==> src/rtl/iq_burst_framer.sv <==
// iq_burst_framer: frames a 16-bit I/Q symbol stream into bursts of pilot symbols followed by data.
// Build option IQ_GUARD_EN: append GUARD_LEN zero symbols after each data block.
module iq_burst_framer #(
   parameter int unsigned PREAMBLE_LEN = 4,
   parameter int unsigned BLOCK_LEN    = 96,
   parameter int unsigned GUARD_LEN    = 8,
   parameter logic [15:0] PRE_AMP      = 16'h5A82
) (
   input  logic        clk_100,
   input  logic        reset,
   input  logic        valid_in,
   input  logic [15:0] I_in,
   input  logic [15:0] Q_in,
   output logic        ready_out,
   input  logic        ready_in,
   output logic        valid_out,
   output logic [15:0] I_out,
   output logic [15:0] Q_out,
   output logic        sof,
   output logic        eof
);

   localparam int unsigned MaxPb  = (PREAMBLE_LEN > BLOCK_LEN) ? PREAMBLE_LEN : BLOCK_LEN;
   localparam int unsigned MaxLen = (MaxPb > GUARD_LEN) ? MaxPb : GUARD_LEN;
   localparam int unsigned CntW   = $clog2(MaxLen + 1);

   localparam logic [CntW-1:0] PreLast  = CntW'(PREAMBLE_LEN - 1);
   localparam logic [CntW-1:0] DataLast = CntW'(BLOCK_LEN - 1);
   localparam logic [15:0]     PreNeg   = ~PRE_AMP + 16'd1;

`ifdef IQ_GUARD_EN
   localparam logic [CntW-1:0] GuardLast = CntW'(GUARD_LEN - 1);

   typedef enum logic [1:0] {StIdle, StPreamble, StData, StGuard} state_e;
`else
   typedef enum logic [1:0] {StIdle, StPreamble, StData} state_e;
`endif

   state_e          state_q;
   logic [CntW-1:0] sym_cnt_q;

   logic [31:0] buf_q [2];
   logic [31:0] buf_d [2];
   logic [1:0]  fill_q, fill_d;
   logic [31:0] head;
   logic        buf_nonempty, push, pop, bypass, load_ok, next_burst;

   // Skid buffer with a bypass path so an accepted symbol can reach the output on the next edge.
   always_comb begin
      buf_nonempty = (fill_q != 2'd0);
      push         = valid_in & ready_out;
      load_ok      = ~valid_out | ready_in;
      pop          = (state_q == StData) & load_ok & (buf_nonempty | push);
      bypass       = pop & ~buf_nonempty;
      head         = buf_nonempty ? buf_q[0] : {I_in, Q_in};
      buf_d[0]     = buf_q[0];
      buf_d[1]     = buf_q[1];
      fill_d       = fill_q;
      if (pop && buf_nonempty) begin
         buf_d[0] = buf_q[1];
         fill_d   = fill_q - 2'd1;
      end
      if (push && !bypass) begin
         if (fill_d == 2'd0) begin
            buf_d[0] = {I_in, Q_in};
         end else begin
            buf_d[1] = {I_in, Q_in};
         end
         fill_d = fill_d + 2'd1;
      end
      next_burst = (fill_d != 2'd0) | valid_in;
   end

   always_ff @(posedge clk_100) begin
      if (reset) begin
         fill_q    <= 2'd0;
         ready_out <= 1'b0;
      end else begin
         fill_q    <= fill_d;
         ready_out <= (fill_d != 2'd2);
      end
   end

   always_ff @(posedge clk_100) begin
      buf_q[0] <= buf_d[0];
      buf_q[1] <= buf_d[1];
   end

   // State and counter describe the next symbol to be loaded into the output register.
   always_ff @(posedge clk_100) begin
      if (reset) begin
         state_q   <= StIdle;
         sym_cnt_q <= '0;
         valid_out <= 1'b0;
         I_out     <= 16'd0;
         Q_out     <= 16'd0;
         sof       <= 1'b0;
         eof       <= 1'b0;
      end else begin
         if (valid_out && ready_in) begin
            valid_out <= 1'b0;
         end
         case (state_q)
            StIdle: begin
               if (buf_nonempty || valid_in) begin
                  state_q   <= StPreamble;
                  sym_cnt_q <= '0;
               end
            end
            StPreamble: begin
               if (load_ok) begin
                  valid_out <= 1'b1;
                  I_out     <= PRE_AMP;
                  Q_out     <= sym_cnt_q[0] ? PreNeg : PRE_AMP;
                  sof       <= (sym_cnt_q == '0);
                  eof       <= 1'b0;
                  if (sym_cnt_q == PreLast) begin
                     state_q   <= StData;
                     sym_cnt_q <= '0;
                  end else begin
                     sym_cnt_q <= sym_cnt_q + CntW'(1);
                  end
               end
            end
            StData: begin
               if (pop) begin
                  valid_out      <= 1'b1;
                  {I_out, Q_out} <= head;
                  sof            <= 1'b0;
                  if (sym_cnt_q == DataLast) begin
                     sym_cnt_q <= '0;
`ifdef IQ_GUARD_EN
                     eof       <= 1'b0;
                     state_q   <= StGuard;
`else
                     eof       <= 1'b1;
                     state_q   <= next_burst ? StPreamble : StIdle;
`endif
                  end else begin
                     eof       <= 1'b0;
                     sym_cnt_q <= sym_cnt_q + CntW'(1);
                  end
               end
            end
`ifdef IQ_GUARD_EN
            StGuard: begin
               if (load_ok) begin
                  valid_out <= 1'b1;
                  I_out     <= 16'd0;
                  Q_out     <= 16'd0;
                  sof       <= 1'b0;
                  if (sym_cnt_q == GuardLast) begin
                     eof       <= 1'b1;
                     sym_cnt_q <= '0;
                     state_q   <= next_burst ? StPreamble : StIdle;
                  end else begin
                     eof       <= 1'b0;
                     sym_cnt_q <= sym_cnt_q + CntW'(1);
                  end
               end
            end
`endif
            default: begin
               state_q   <= StIdle;
               sym_cnt_q <= '0;
            end
         endcase
      end
   end

endmodule
==> config.mk <==
export PLATFORM = sky130hd
export DESIGN_NAME = iq_burst_framer
export DESIGN_NICKNAME = d
export VERILOG_FILES = /design/src/rtl/iq_burst_framer.sv
export SDC_FILE = /design/constraint.sdc
export NUM_CORES = 1
export LEC_CHECK = 0
export CORE_UTILIZATION = 55
export DETAILED_ROUTE_END_ITERATION = 8
export PLACE_DENSITY_LB_ADDON = 0.08
export SYNTH_ARGS = -nofsm -noshare
export SYNTH_HDL_FRONTEND = slang
export SYNTH_SLANG_ARGS = --single-unit
==> constraint.sdc <==
create_clock -name clk_100 -period 9.4 [get_ports clk_100]
set_input_delay 1.88 -clock clk_100 [delete_from_list [all_inputs] [get_ports clk_100]]
set_output_delay 1.88 -clock clk_100 [all_outputs]
set_load 0.005 [all_outputs]
==> results of run 1 <==
==> worst max-delay path, stage by stage <==
cell and delay [ns]:
clkdlybuf4s50_1 0.38, nand2b_1 0.21, nand3b_1 0.11, buf_4 0.53, mux2i_1 0.34, ha_1 0.28
nand2_2 0.62, nor2_1 0.31, a21oi_1 0.06
==> how the worst max path moves through the flow <==
stage | start | endpoint | cells past startpoint
final | ready_in | buf_q[0][18] | 9
after global placement | ready_in | buf_q[0][43] | 7
after CTS | ready_in | buf_q[0][19] | 9
after floorplan | ready_in | buf_q[0][32] | 6
after global routing | ready_in | buf_q[0][13] | 9
after detailed placement | ready_in | buf_q[0][4] | 9
==> synth_stat cells, drive strengths merged (2+ instances only) <==
master,number,area (um2)
and3,2,12.51
inv,10,37.54
a311oi,8,70.07
nand2b,3,18.77
clkbuf,14,53.80
nand3b,3,22.52
edfxtp,32,960.9
or4,3,22.52
o31ai,2,15.01
o21ai,3,15.01
nor2,53,198.9
mux2,11,123.9
nor3,3,15.01
a21o,2,15.01
a31oi,2,27.53
nand3,25,125.1
mux2i,57,570.6
and2,2,12.51
nand2,51,193.9
buf,18,92.59
dfxtp,79,1582
a211oi,2,15.01
ha,8,100.1
a21oi,78,390.4
==> logic make-up after synthesis <==
logic type	after synthesis	share of synthesized area [%]
compound gates	102	12.35
xor+xnor	1	0.1832
fa+ha+maj	8	2.093
buf+inv	42	3.846
flops	111	53.17
mux	68	14.52
simple gates	150	13.84
==> registers in the layout, indices dropped and copies added, names as in the netlist <==
signal     cells
sof            1
fill_q         2
eof            1
state_q        2
buf_q         64
sym_cnt_q      7
ready_out      1
valid_out      1
I_out         16
Q_out         16
==> routing by layer <==
| metal | track usage, % | vias to the layer above | wire [um] |
|---|---|---|---|
| met5 | 0 | - | 0 |
| met4 | 8.965 | 0 | 205 |
| met3 | 4.864 | 17 | 408 |
| met2 | 40.42 | 80 | 4961 |
| met1 | 28.87 | 1687 | 4555 |
| li1 | - | 1804 | - |
==> layout make-up <==
type | instances | area (um2) | area share, %
Clock buffer | 11 | 131.4 | 2.308
Clock inverter | 5 | 57.56 | 1.011
Inverter | 10 | 37.54 | 0.6593
Multi-Input combinational cell | 329 | 2072 | 36.40
Sequential cell | 111 | 2542 | 44.66
Tap cell | 105 | 131.4 | 2.308
Timing Repair Buffer | 73 | 720.7 | 12.66
==> report_power, final <==
part           switching [W]  internal (W)  leakage (nW)
combinational       0.000146      0.000133          1.28
clock               0.000161      0.000124        0.0943
sequential         0.0000338      0.000559         0.943
==> per-stage QoR <==
step	util, %	setup WS, ns	cell area [um2]
after global routing	68.60	4.525	5693
after detailed placement	66.32	4.448	5504
after CTS	68.60	4.842	5693
final	68.60	4.806	5693
after floorplan	-	4.926	4782
after global placement	66.32	4.543	5504
==> metrics.cfg, run 1 <==
[power]
power.total_w=0.001156
ir_drop_mv=0.1091
p_leak_nw=2.315
power_density_nw_per_um2=203.1

[routing]
drtIter0Drc=159
routed_wl_mm=10.13
avgViaCountPerCell=5.571
drtAntennaViolNets=0
vias=3588
firstDrtPassIters=5
drt-wirelength-per-cell_um=15.73
drc=0

[setup_path]
cp-end-kind=flip-flop
path_class=primary input to flip-flop
crit_required_ns=9.61
worst-r2r-setup-slack_ns=5.44
rr_startpoint=fill_q[0]
cp_data_arrival_time_ns=4.80
start_kind=primary input
reg2reg_to=buf_q[0][18]
reg2reg_depth=9
critPathMaxFanout=64

[status]
status=finished, final reports clean

[global_routing]
grtUsageTotal_pct=23.52
grt.overflow.total=0
grt_max_degree=65
first_global_vias=3358
antenna_found_initial=0
grt_pass1_wl_mm=16.15

[synthesis]
async_flop_share_pct=0
ys_seq_area_share_pct=53.17
synthFlopType=dfxtp_1
netlist_instances=482
synth_fp_nets=526
ys_types=41
ys_seq_elements=111
yosysWarnings=0
syn_area_um2=4782
synth_area_per_cell_um2=9.921
synth_edf_count=32

[finish]
instances_no_fill=644
final_cell_mix=79 x dfxtp_1, 78 x a21oi_1, 70 x clkdlybuf4s50_1
antennaDiodeCount=0
layout_commonest_cell=dfxtp_1
syn2layout_area_growth_pct=19.05
layout.nets=578
nFillCells=667
drive_above_1_share_pct=7.050

[floorplan]
pin_count=72
rows=33
die_y_um=95.25
fp.dieW_um=95.25
die_area_um2=9072
design.core.area_um2=8299
start_util_pct=57.62

[timing]
finalCritPeriodShare_pct=48.87
holdWs_ns=0.4567
max_freq_mhz=217.7
min_period_ns=4.594
clock_skew_ns=0.01159
tightest_slew_ns=1.123
relSlewSlack_pct=25.11
drv_slew=0
setup_tns_ns=0
hold_viol=0
rsz0062_at_grt=false
setup_viol=0

[cts]
cts_buffer_depth=2
cts_tree=built
cts_hold_buf=0
clk-insertion-delay-late_ns=0.37
clock_sinks=111
root_buffer=clkbuf_8
cts_inserted_buffers=9
post_cts_resized=0
post_cts_buffers=0
cts-htree-levels=3
path_clk_slew_ns=0.10

[min_path]
holdPathEnd=Q_out[6]
hold_depth=2
hold_path_class=flip-flop to flip-flop
min_from=Q_out[6]

[placement]
place_inst=628
port-buffer-count=71
dpl.hpwl_mm=6.343
gp_congestion=0.8662

[run]
max_cap_viol_count=0

Power figures use the tool's default switching activity.
==> inputs of run 2 (changes only) <==
--- a/config.mk
+++ b/config.mk
@@ -5,7 +5,7 @@
 export SDC_FILE = /design/constraint.sdc
 export NUM_CORES = 1
 export LEC_CHECK = 0
-export CORE_UTILIZATION = 55
+export CORE_UTILIZATION = 49
 export DETAILED_ROUTE_END_ITERATION = 8
 export PLACE_DENSITY_LB_ADDON = 0.08
 export SYNTH_ARGS = -nofsm -noshare
==> constraint.sdc (replaced) <==
create_clock -name clk_100 -period 4.2 [get_ports clk_100]
set_input_delay 0.84 -clock clk_100 [delete_from_list [all_inputs] [get_ports clk_100]]
set_output_delay 0.84 -clock clk_100 [all_outputs]
set_load 0.005 [all_outputs]
==> run 2 against run 1 <==
Compared with the run above: first-iteration DRC count increased by 19%; clock power is 130% higher; via count is 0.25% higher; non-clock buffer count up 5; die area grew 12%; clock-buffer cell count stayed put; sequential power is 120% higher; routed wire length grew 2.9%; worst hold slack is essentially flat.
==> metrics.cfg, run 2 (synthesis results as in run 1) <==
[min_path]
hold_depth=2
hold_path_class=flip-flop to flip-flop
holdPathEnd=Q_out[4]
min_from=Q_out[4]

[finish]
largest_reg_flops=64
top_regs=buf_q x64, I_out x16, Q_out x16
layout.nets=583
final_cell_mix=79 x dfxtp_1, 78 x a21oi_1, 70 x clkdlybuf4s50_1
syn2layout_area_growth_pct=20.80
drive_above_1_share_pct=7.904
largest_register=buf_q
nFillCells=828
layout_commonest_cell=dfxtp_1
antennaDiodeCount=0

[setup_path]
rr_startpoint=state_q[0]
slowest_delay_ns=0.58
cp-end-kind=flip-flop
start_kind=flip-flop
crit_required_ns=4.51
timing.critical_path.from=state_q[0]
reg2reg_to=buf_q[0][21]
cp_top_family=adder cells
crit_chain=inv_1 > ha_2 > nand3b_1 > xnor2_1 > ha_1 > nand2_2 > buf_4 > nor2_1 > a21oi_1
path_class=flip-flop to flip-flop
crit_slowest_cell=ha_2
cp_num_buf_inv=2
critPathMaxFanout=64
reg2reg_depth=9
cp_data_arrival_time_ns=3.07
worst-r2r-setup-slack_ns=1.44

[routing]
drtAntennaViolNets=0
routed_wl_mm=10.42
vias=3597
drt-wirelength-per-cell_um=15.49
firstDrtPassIters=4
drtIter0Drc=189
avgViaCountPerCell=5.345
drc=0

[floorplan]
pin_count=72
start_util_pct=51.27
rows=35
design.core.area_um2=9328
fp.dieW_um=100.8
die_area_um2=10160
die_y_um=100.8

[cts]
root_buffer=clkbuf_8
post_cts_buffers=0
clk-insertion-delay-late_ns=0.37
cts_inserted_buffers=9
clock_sinks=111
cts_tree=built
path_clk_slew_ns=0.11
cts_hold_buf=0
cts-htree-levels=3
cts_buffer_depth=2
post_cts_resized=0

[status]
status=finished, final reports clean

[timing]
min_period_ns=2.758
finalCritPeriodShare_pct=65.66
relSlewSlack_pct=38.50
setup_tns_ns=0
max_freq_mhz=362.6
clock_skew_ns=0.01214
holdWs_ns=0.4570
rsz0062_at_grt=false
drv_slew=0
hold_viol=0
tightest_slew_ns=0.9226
setup_viol=0

[placement]
port-buffer-count=71
dpl.hpwl_mm=6.607
gp_congestion=0.8260

[global_routing]
grt_max_degree=65
first_global_vias=3360
antenna_found_initial=0
grtUsageTotal_pct=21.56
grt_pass1_wl_mm=16.78
grt.overflow.total=0

[power]
power_density_nw_per_um2=453.3
p_leak_nw=2.351
ir_drop_mv=0.2110

[run]
max_cap_viol_count=0

-- run 2: final cells by class --
type	instances	area, um2	area share (%)
Timing Repair Buffer	78	758.2	13.13
Sequential cell	111	2542	44.01
Multi-Input combinational cell	329	2071	35.85
Inverter	10	37.54	0.6498
Clock buffer	11	141.4	2.447
Tap cell	129	161.4	2.794
Clock inverter	5	65.06	1.126
-- run 2: metrics by stage --
stage	worst slack, ns	util [%]	instance area, um2	total power [W]	cells
5_1_grt	1.193	61.93	5777	0.002758	673
3_3_place_gp	1.159	59.72	5570	0.001967	657
3_5_place_dp	1.073	59.72	5570	0.001985	657
2_1_floorplan	0.7658	-	4782	0.001732	482
4_1_cts	1.431	61.93	5777	0.002639	673
6_report	1.442	61.93	5777	0.002619	673
-- run 2: tightest hold or removal path, delay by kind of cell (launching register included) --
kind	cells	cell delay, ns
compound gates	1	0.05
simple gates	1	0.05
flops	1	0.32
-- run 2: power breakdown --
group / leakage [nW] / switching, W / internal [W]
combinational: 1.30 / 0.000329 / 0.000299
clock: 0.105 / 0.000363 / 0.000299
sequential: 0.943 / 0.0000778 / 0.00125
total: 2.35 / 0.000770 / 0.00185
-- run 2: per-layer routing --
layer / track usage [%] / up-vias / share of wire [%]
met4: 7.915 / 0 / 1.1
met2: 35.62 / 75 / 47
met3: 2.982 / 8 / 4.7
li1: - / 1823 / -
met5: 0 / - / 0
met1: 28.96 / 1691 / 47
-- run 2: worst max path at each step --
stage                    to  slack, ns  cells past startpoint
6_report       buf_q[0][21]       1.44                      9
5_1_grt         buf_q[0][2]       1.19                      8
4_1_cts         buf_q[0][6]       1.43                      9
3_5_place_dp   buf_q[0][11]       1.07                      9
3_3_place_gp   buf_q[0][53]       1.16                      7
2_1_floorplan  buf_q[0][32]       0.77                      6
